==> src/rtl/wb_pkg.sv <==
// wb_pkg: shared widths, register-file addressing and write-port grant encoding for wb_ctrl
package wb_pkg;
  localparam int XLEN = 32;
  localparam int NREG = 32;
  localparam int REG_AW = 5;
  localparam logic [REG_AW-1:0] REG_ZERO = 5'd0;
  typedef enum logic [1:0] {GNT_NONE, GNT_MDU, GNT_EX} gnt_e;
endpackage

==> src/rtl/wb_scoreboard.sv <==
// wb_scoreboard: per-register busy bits for outstanding MDU results plus RAW/WAW lookups
module wb_scoreboard import wb_pkg::*; (
  input  logic              clk,
  input  logic              rst,
  input  logic              i_set,
  input  logic [REG_AW-1:0] i_set_addr,
  input  logic              i_clr,
  input  logic [REG_AW-1:0] i_clr_addr,
  input  logic [REG_AW-1:0] i_rs1,
  input  logic [REG_AW-1:0] i_rs2,
  input  logic [REG_AW-1:0] i_ex_addr,
  output logic              o_rs1_busy,
  output logic              o_rs2_busy,
  output logic              o_ex_busy,
  output logic              o_any_busy
);
  logic [NREG-1:0] r_busy, w_set, w_clr;
  always_comb begin
    w_set = '0;
    w_clr = '0;
    w_set[i_set_addr] = i_set && i_set_addr != REG_ZERO;
    w_clr[i_clr_addr] = i_clr;
  end
  // set is applied after clear so a re-issue in the drain cycle keeps the bit
  always_ff @(posedge clk)
    r_busy <= !rst ? '0 : ((r_busy & ~w_clr) | w_set) & ~NREG'(1);
  assign o_rs1_busy = r_busy[i_rs1];
  assign o_rs2_busy = r_busy[i_rs2];
  assign o_ex_busy  = r_busy[i_ex_addr];
  assign o_any_busy = |r_busy;
endmodule

==> src/rtl/wb_ctrl.sv <==
// wb_ctrl: register-file write-port arbiter between EX and a 1-entry MDU result buffer.
// Define WB_PERF_EN to add saturating EX-stall / ID-hazard cycle counters.
module wb_ctrl import wb_pkg::*; (
  input  logic              clk,
  input  logic              rst,
  input  logic              ex_wen_i,
  input  logic [REG_AW-1:0] ex_waddr_i,
  input  logic [XLEN-1:0]   ex_wdata_i,
  output logic              ex_stall_o,
  input  logic              mdu_issue_i,
  input  logic [REG_AW-1:0] mdu_issue_rd_i,
  input  logic              mdu_valid_i,
  input  logic [REG_AW-1:0] mdu_waddr_i,
  input  logic [XLEN-1:0]   mdu_wdata_i,
  output logic              mdu_ready_o,
  input  logic [REG_AW-1:0] id_rs1_i,
  input  logic [REG_AW-1:0] id_rs2_i,
  output logic              id_hazard_o,
  output logic              reg_wen_o,
  output logic [REG_AW-1:0] reg_waddr_o,
  output logic [XLEN-1:0]   reg_wdata_o
`ifdef WB_PERF_EN
  ,
  output logic [31:0]       ex_stall_cnt_o,
  output logic [31:0]       id_hazard_cnt_o
`endif
);
  logic              r_buf_full;
  logic [REG_AW-1:0] r_buf_addr;
  logic [XLEN-1:0]   r_buf_data;
  logic              w_ex_busy, w_rs1_busy, w_rs2_busy, w_any_busy, w_ex_stall;
  gnt_e              w_gnt;
  wb_scoreboard u_sb (
    .clk        (clk),
    .rst        (rst),
    .i_set      (mdu_issue_i),
    .i_set_addr (mdu_issue_rd_i),
    .i_clr      (r_buf_full),
    .i_clr_addr (r_buf_addr),
    .i_rs1      (id_rs1_i),
    .i_rs2      (id_rs2_i),
    .i_ex_addr  (ex_waddr_i),
    .o_rs1_busy (w_rs1_busy),
    .o_rs2_busy (w_rs2_busy),
    .o_ex_busy  (w_ex_busy),
    .o_any_busy (w_any_busy)
  );
  // busy[ex_waddr] stalls EX so a pending older MDU write cannot land on top of it
  assign w_ex_stall = ex_wen_i && (r_buf_full || w_ex_busy);
  assign w_gnt = r_buf_full ? GNT_MDU : (ex_wen_i && !w_ex_stall) ? GNT_EX : GNT_NONE;
  always_ff @(posedge clk)
    if (!rst) r_buf_full <= 1'b0;
    else r_buf_full <= mdu_valid_i && !r_buf_full;
  always_ff @(posedge clk)
    if (mdu_valid_i && !r_buf_full) begin
      r_buf_addr <= mdu_waddr_i;
      r_buf_data <= mdu_wdata_i;
    end
  always_comb begin
    reg_wen_o   = rst && w_gnt != GNT_NONE;
    reg_waddr_o = !rst ? REG_ZERO : w_gnt == GNT_MDU ? r_buf_addr : w_gnt == GNT_EX ? ex_waddr_i : REG_ZERO;
    reg_wdata_o = !rst ? '0 : w_gnt == GNT_MDU ? r_buf_data : w_gnt == GNT_EX ? ex_wdata_i : '0;
    ex_stall_o  = rst && w_ex_stall;
    id_hazard_o = rst && (w_rs1_busy || w_rs2_busy);
    mdu_ready_o = rst && !r_buf_full;
  end
`ifdef WB_PERF_EN
  always_ff @(posedge clk)
    if (!rst) begin
      ex_stall_cnt_o  <= '0;
      id_hazard_cnt_o <= '0;
    end else begin
      if (ex_stall_o && ~&ex_stall_cnt_o) ex_stall_cnt_o <= ex_stall_cnt_o + 32'd1;
      if (id_hazard_o && ~&id_hazard_cnt_o) id_hazard_cnt_o <= id_hazard_cnt_o + 32'd1;
    end
`endif
  // one MDU op in flight; a new issue is legal once the previous result sits in the buffer
  a_one_mdu: assert property (@(posedge clk) disable iff (!rst) mdu_issue_i |-> (!w_any_busy || r_buf_full));
endmodule

==> config.mk <==
export PLATFORM = sky130hd
export DESIGN_NAME = wb_ctrl
export DESIGN_NICKNAME = d
export VERILOG_FILES = /design/src/rtl/wb_pkg.sv /design/src/rtl/wb_scoreboard.sv /design/src/rtl/wb_ctrl.sv
export SDC_FILE = /design/constraint.sdc
export NUM_CORES = 1
export LEC_CHECK = 0
export BUFFER_PORTS_ARGS = -buffer_cell sky130_fd_sc_hd__buf_4
export CAP_MARGIN = 20
export CORE_MARGIN = 2
export CORE_UTILIZATION = 45
export DETAILED_ROUTE_END_ITERATION = 16
export PLACE_DENSITY = 0.74
export SYNTH_ARGS = -nofsm -noshare
export SYNTH_HDL_FRONTEND = slang
export SYNTH_SLANG_ARGS = --single-unit
export TNS_END_PERCENT = 30
==> constraint.sdc <==
create_clock -name clk -period 3.2 [get_ports clk]
set_input_delay 0.16 -clock clk [delete_from_list [all_inputs] [get_ports clk]]
set_output_delay 0.16 -clock clk [all_outputs]
set_load 0.01 [all_outputs]
==> flow_summary_export.csv <==
group,metric,value,unit
worst_hold_path,holdCritPathClass,"in -> reg",
sta,setup_viol,0,
power,p_leak,2.15,nW
sta,period_share,84.4,%
critical_path,cpMaxStageDelayCell,"mux4_2",
logic_synthesis,syn_nets,431,
sta,fin_setup_tns,0,ns
logic_synthesis,synth_edf_count,37,
critical_path,worstSetupPathType,"reg -> out",
drt,wire_per_inst,19.2,µm
sta,slew_headroom,30.3,%
finish,final_cell_mix,"buf_4 (137), nand2_1 (42), dlygate4sd3_1 (37), edfxtp_1 (37)",
drt,drt_iter0_drc,250,
place,dp_slack,0.840,ns
logic_synthesis,synthTopCellsByArea,"edfxtp_1 (30%), dfxtp_1 (17%), mux4_2 (9.8%)",
cts,cts.clk_slew.worst_paths,0.08,ns
critical_path,path_common_cell,"buf_4",
drt,dr.pass1.iters,5,
drt,drc,0,
cts,cts_setup_buffers,0,
floorplanning,fp.dieH,94.6,µm
sta,maxSlewViolCount,0,
sta,fin_skew,0.00866,ns
place,port_buffers,134,
sta,tightest_slew,1.04,ns
sta,finalCriticalPeriod,2.70,ns
critical_path,worst-path-max-fanout,36,
sta,rsz0062_at_grt,"no",
floorplanning,core_area,8090,µm²
cts,clk_path_buf_depth,2,
logic_synthesis,synth_top_area_share,30.1,%
place,dp_cells,557,
drt,routed_via_density,5.79,
global_route,grt_pass1_vias,3276,
logic_synthesis,synth-seq-cells,69,
sta,hold_violations,0,
drt,wl,11700,µm
critical_path,cp.required,3.04,ns
logic_synthesis,netlist_area,3690,µm²
critical_path,cp-start-kind,"flip-flop",
drt,num_vias,3529,
floorplanning,pin_count,135,
drt,detail-route-antenna-nets,0,
finish,drive_above_1_share,35.3,%
logic_synthesis,synth_flop_cell,"edfxtp_1",
finish,stdcell_count,610,
global_route,grt_usage,25.5,%
floorplanning,initial_core_util,45.6,%
place,place_congestion,0.866,
finish,syn_to_final_growth,44.8,%
logic_synthesis,synth.largest_area_cell,"edfxtp_1",
floorplanning,dieArea,8950,µm²
outcome,run_status,"finished clean",
cts,cts_root_buffer,"clkbuf_8",
critical_path,critPathMaxStageDelay,0.48,ns
floorplanning,num_rows,33,
critical_path,crit_chain,"mux4_2 > mux2_2 > a2bb2oi_1 > a21oi_4 > buf_4 > a22o_1 > buf_4",
logic_synthesis,synthCells,337,
critical_path,endpoint_kind,"primary output",
critical_path,worstPathArrival,2.54,ns
cts,cts_buffers,9,
global_route,grt_overflow,0,
logic_synthesis,synthDistinctLibCells,44,
global_route,grt_pass1_wl,17100,µm
sta,timing.final.ws_setup,0.498,ns
logic_synthesis,synthArstFlopShare,0,%
cts,cts_tree,"done",
finish,final_common_cell,"buf_4",
logic_synthesis,ys_seq_area_share,47.4,%
finish,fin_util,66.1,%
logic_synthesis,syn_area_per_cell,11.0,µm²
cts,htreeDepth,3,
flow_run,cap_violations,0,
global_route,grt_start_max_net_pins,39,
place,hpwl,8210,µm
global_route,grt_antenna_before_repair,0,
logic_synthesis,ys_warn_count,0,
power,p_per_area,414,nW/µm²
cts,insertion_delay,0.34,ns
sta,clock.fmax,0.370,GHz
cts,cts_sinks,69,
power,ir_drop,0.263,mV
finish,nets,594,
floorplanning,die_x,94.6,µm
==> worst paths after layout <==
kind | startpoint | end | slack, ns | depth (start not counted)
max reg2reg | r_buf_full | r_buf_addr[4] | 1.52 | 1
min reg2reg | u_sb.r_busy[19] | u_sb.r_busy[19] | 0.53 | 2
max | u_sb.r_busy[31] | reg_wdata_o[31] | 0.50 | 7
min | rst | r_buf_full | 0.08 | 2
==> critical path, delay by kind of cell, from the launching register on <==
kind                   cells  cell delay (ns)
flip-flops                 1             0.37
multiplexers               2             0.77
AO/OA/AOI/OAI              3             0.57
buffers and inverters      2             0.49
==> cell type report <==
class / count / area, µm²
Multi-Input combinational cell: 242 / 1810
Tap cell: 105 / 131
Timing Repair Buffer: 174 / 1400
Clock buffer: 9 / 124
Inverter: 4 / 15.0
Antenna cell: 1 / 2.50
Fill cell: 603 / 2740
Sequential cell: 69 / 1750
Clock inverter: 6 / 113
==> sequential cells by signal, summed over array words and instances, names as in the netlist <==
signal       cells
r_buf_addr       5
r_buf_data      32
r_buf_full       1
u_sb.r_busy     31
==> stage by stage <==
stage | total power [mW] | cell area [µm²] | hold slack [ns]
6_report | 2.21 | 5350 | 0.0840
3_3_place_gp | 1.33 | 4740 | 0.338
3_5_place_dp | 1.34 | 4740 | 0.339
5_1_grt | 2.29 | 5350 | 0.0866
4_1_cts | 2.22 | 5350 | 0.0782
2_1_floorplan | 1.16 | 3690 | 0.259
==> logic make-up (layout without fill, tap and decap cells) <==
logic type / count (synthesis) / after routing / share of synthesized area (%)
mux: 31 / 31 / 14.8
compound gates: 120 / 120 / 21.7
simple gates: 91 / 91 / 12.4
buf+inv: 26 / 193 / 3.69
flops: 69 / 69 / 47.4
other cells: 0 / 1 / 0
==> per-layer routing <==
layer / part of all wire, % / GRT usage [%] / wire (µm)
met5: 0 / 0 / 0
met4: 2.3 / 9.42 / 270
met3: 6.8 / 5.11 / 798
met2: 51 / 42.7 / 5960
met1: 40 / 32.9 / 4680
==> cells in the mapped netlist, types with 5 or more instances <==
| library cell | n |
|---|---|
| a21oi_1 | 36 |
| a22o_1 | 36 |
| buf_6 | 5 |
| clkbuf_1 | 14 |
| dfxtp_1 | 32 |
| edfxtp_1 | 37 |
| mux2i_1 | 11 |
| mux4_2 | 16 |
| nand2_1 | 42 |
| nand3b_1 | 7 |
| nor2_1 | 9 |
| nor2b_1 | 8 |
| o21ai_0 | 32 |
==> where the power goes <==
group / switching (mW) / internal [mW] / total, mW
Combinational: 0.161 / 0.201 / 0.362
Clock: 0.340 / 0.515 / 0.855
Sequential: 0.0247 / 0.972 / 0.996
Total: 0.526 / 1.69 / 2.21
==> timing repair <==
action | 4_1_cts | 5_1_grt
hold endpoints to repair | 37 | 0
gates resized for setup | 0 | 0
hold buffers | 37 | 0
Power figures use the tool's default switching activity.
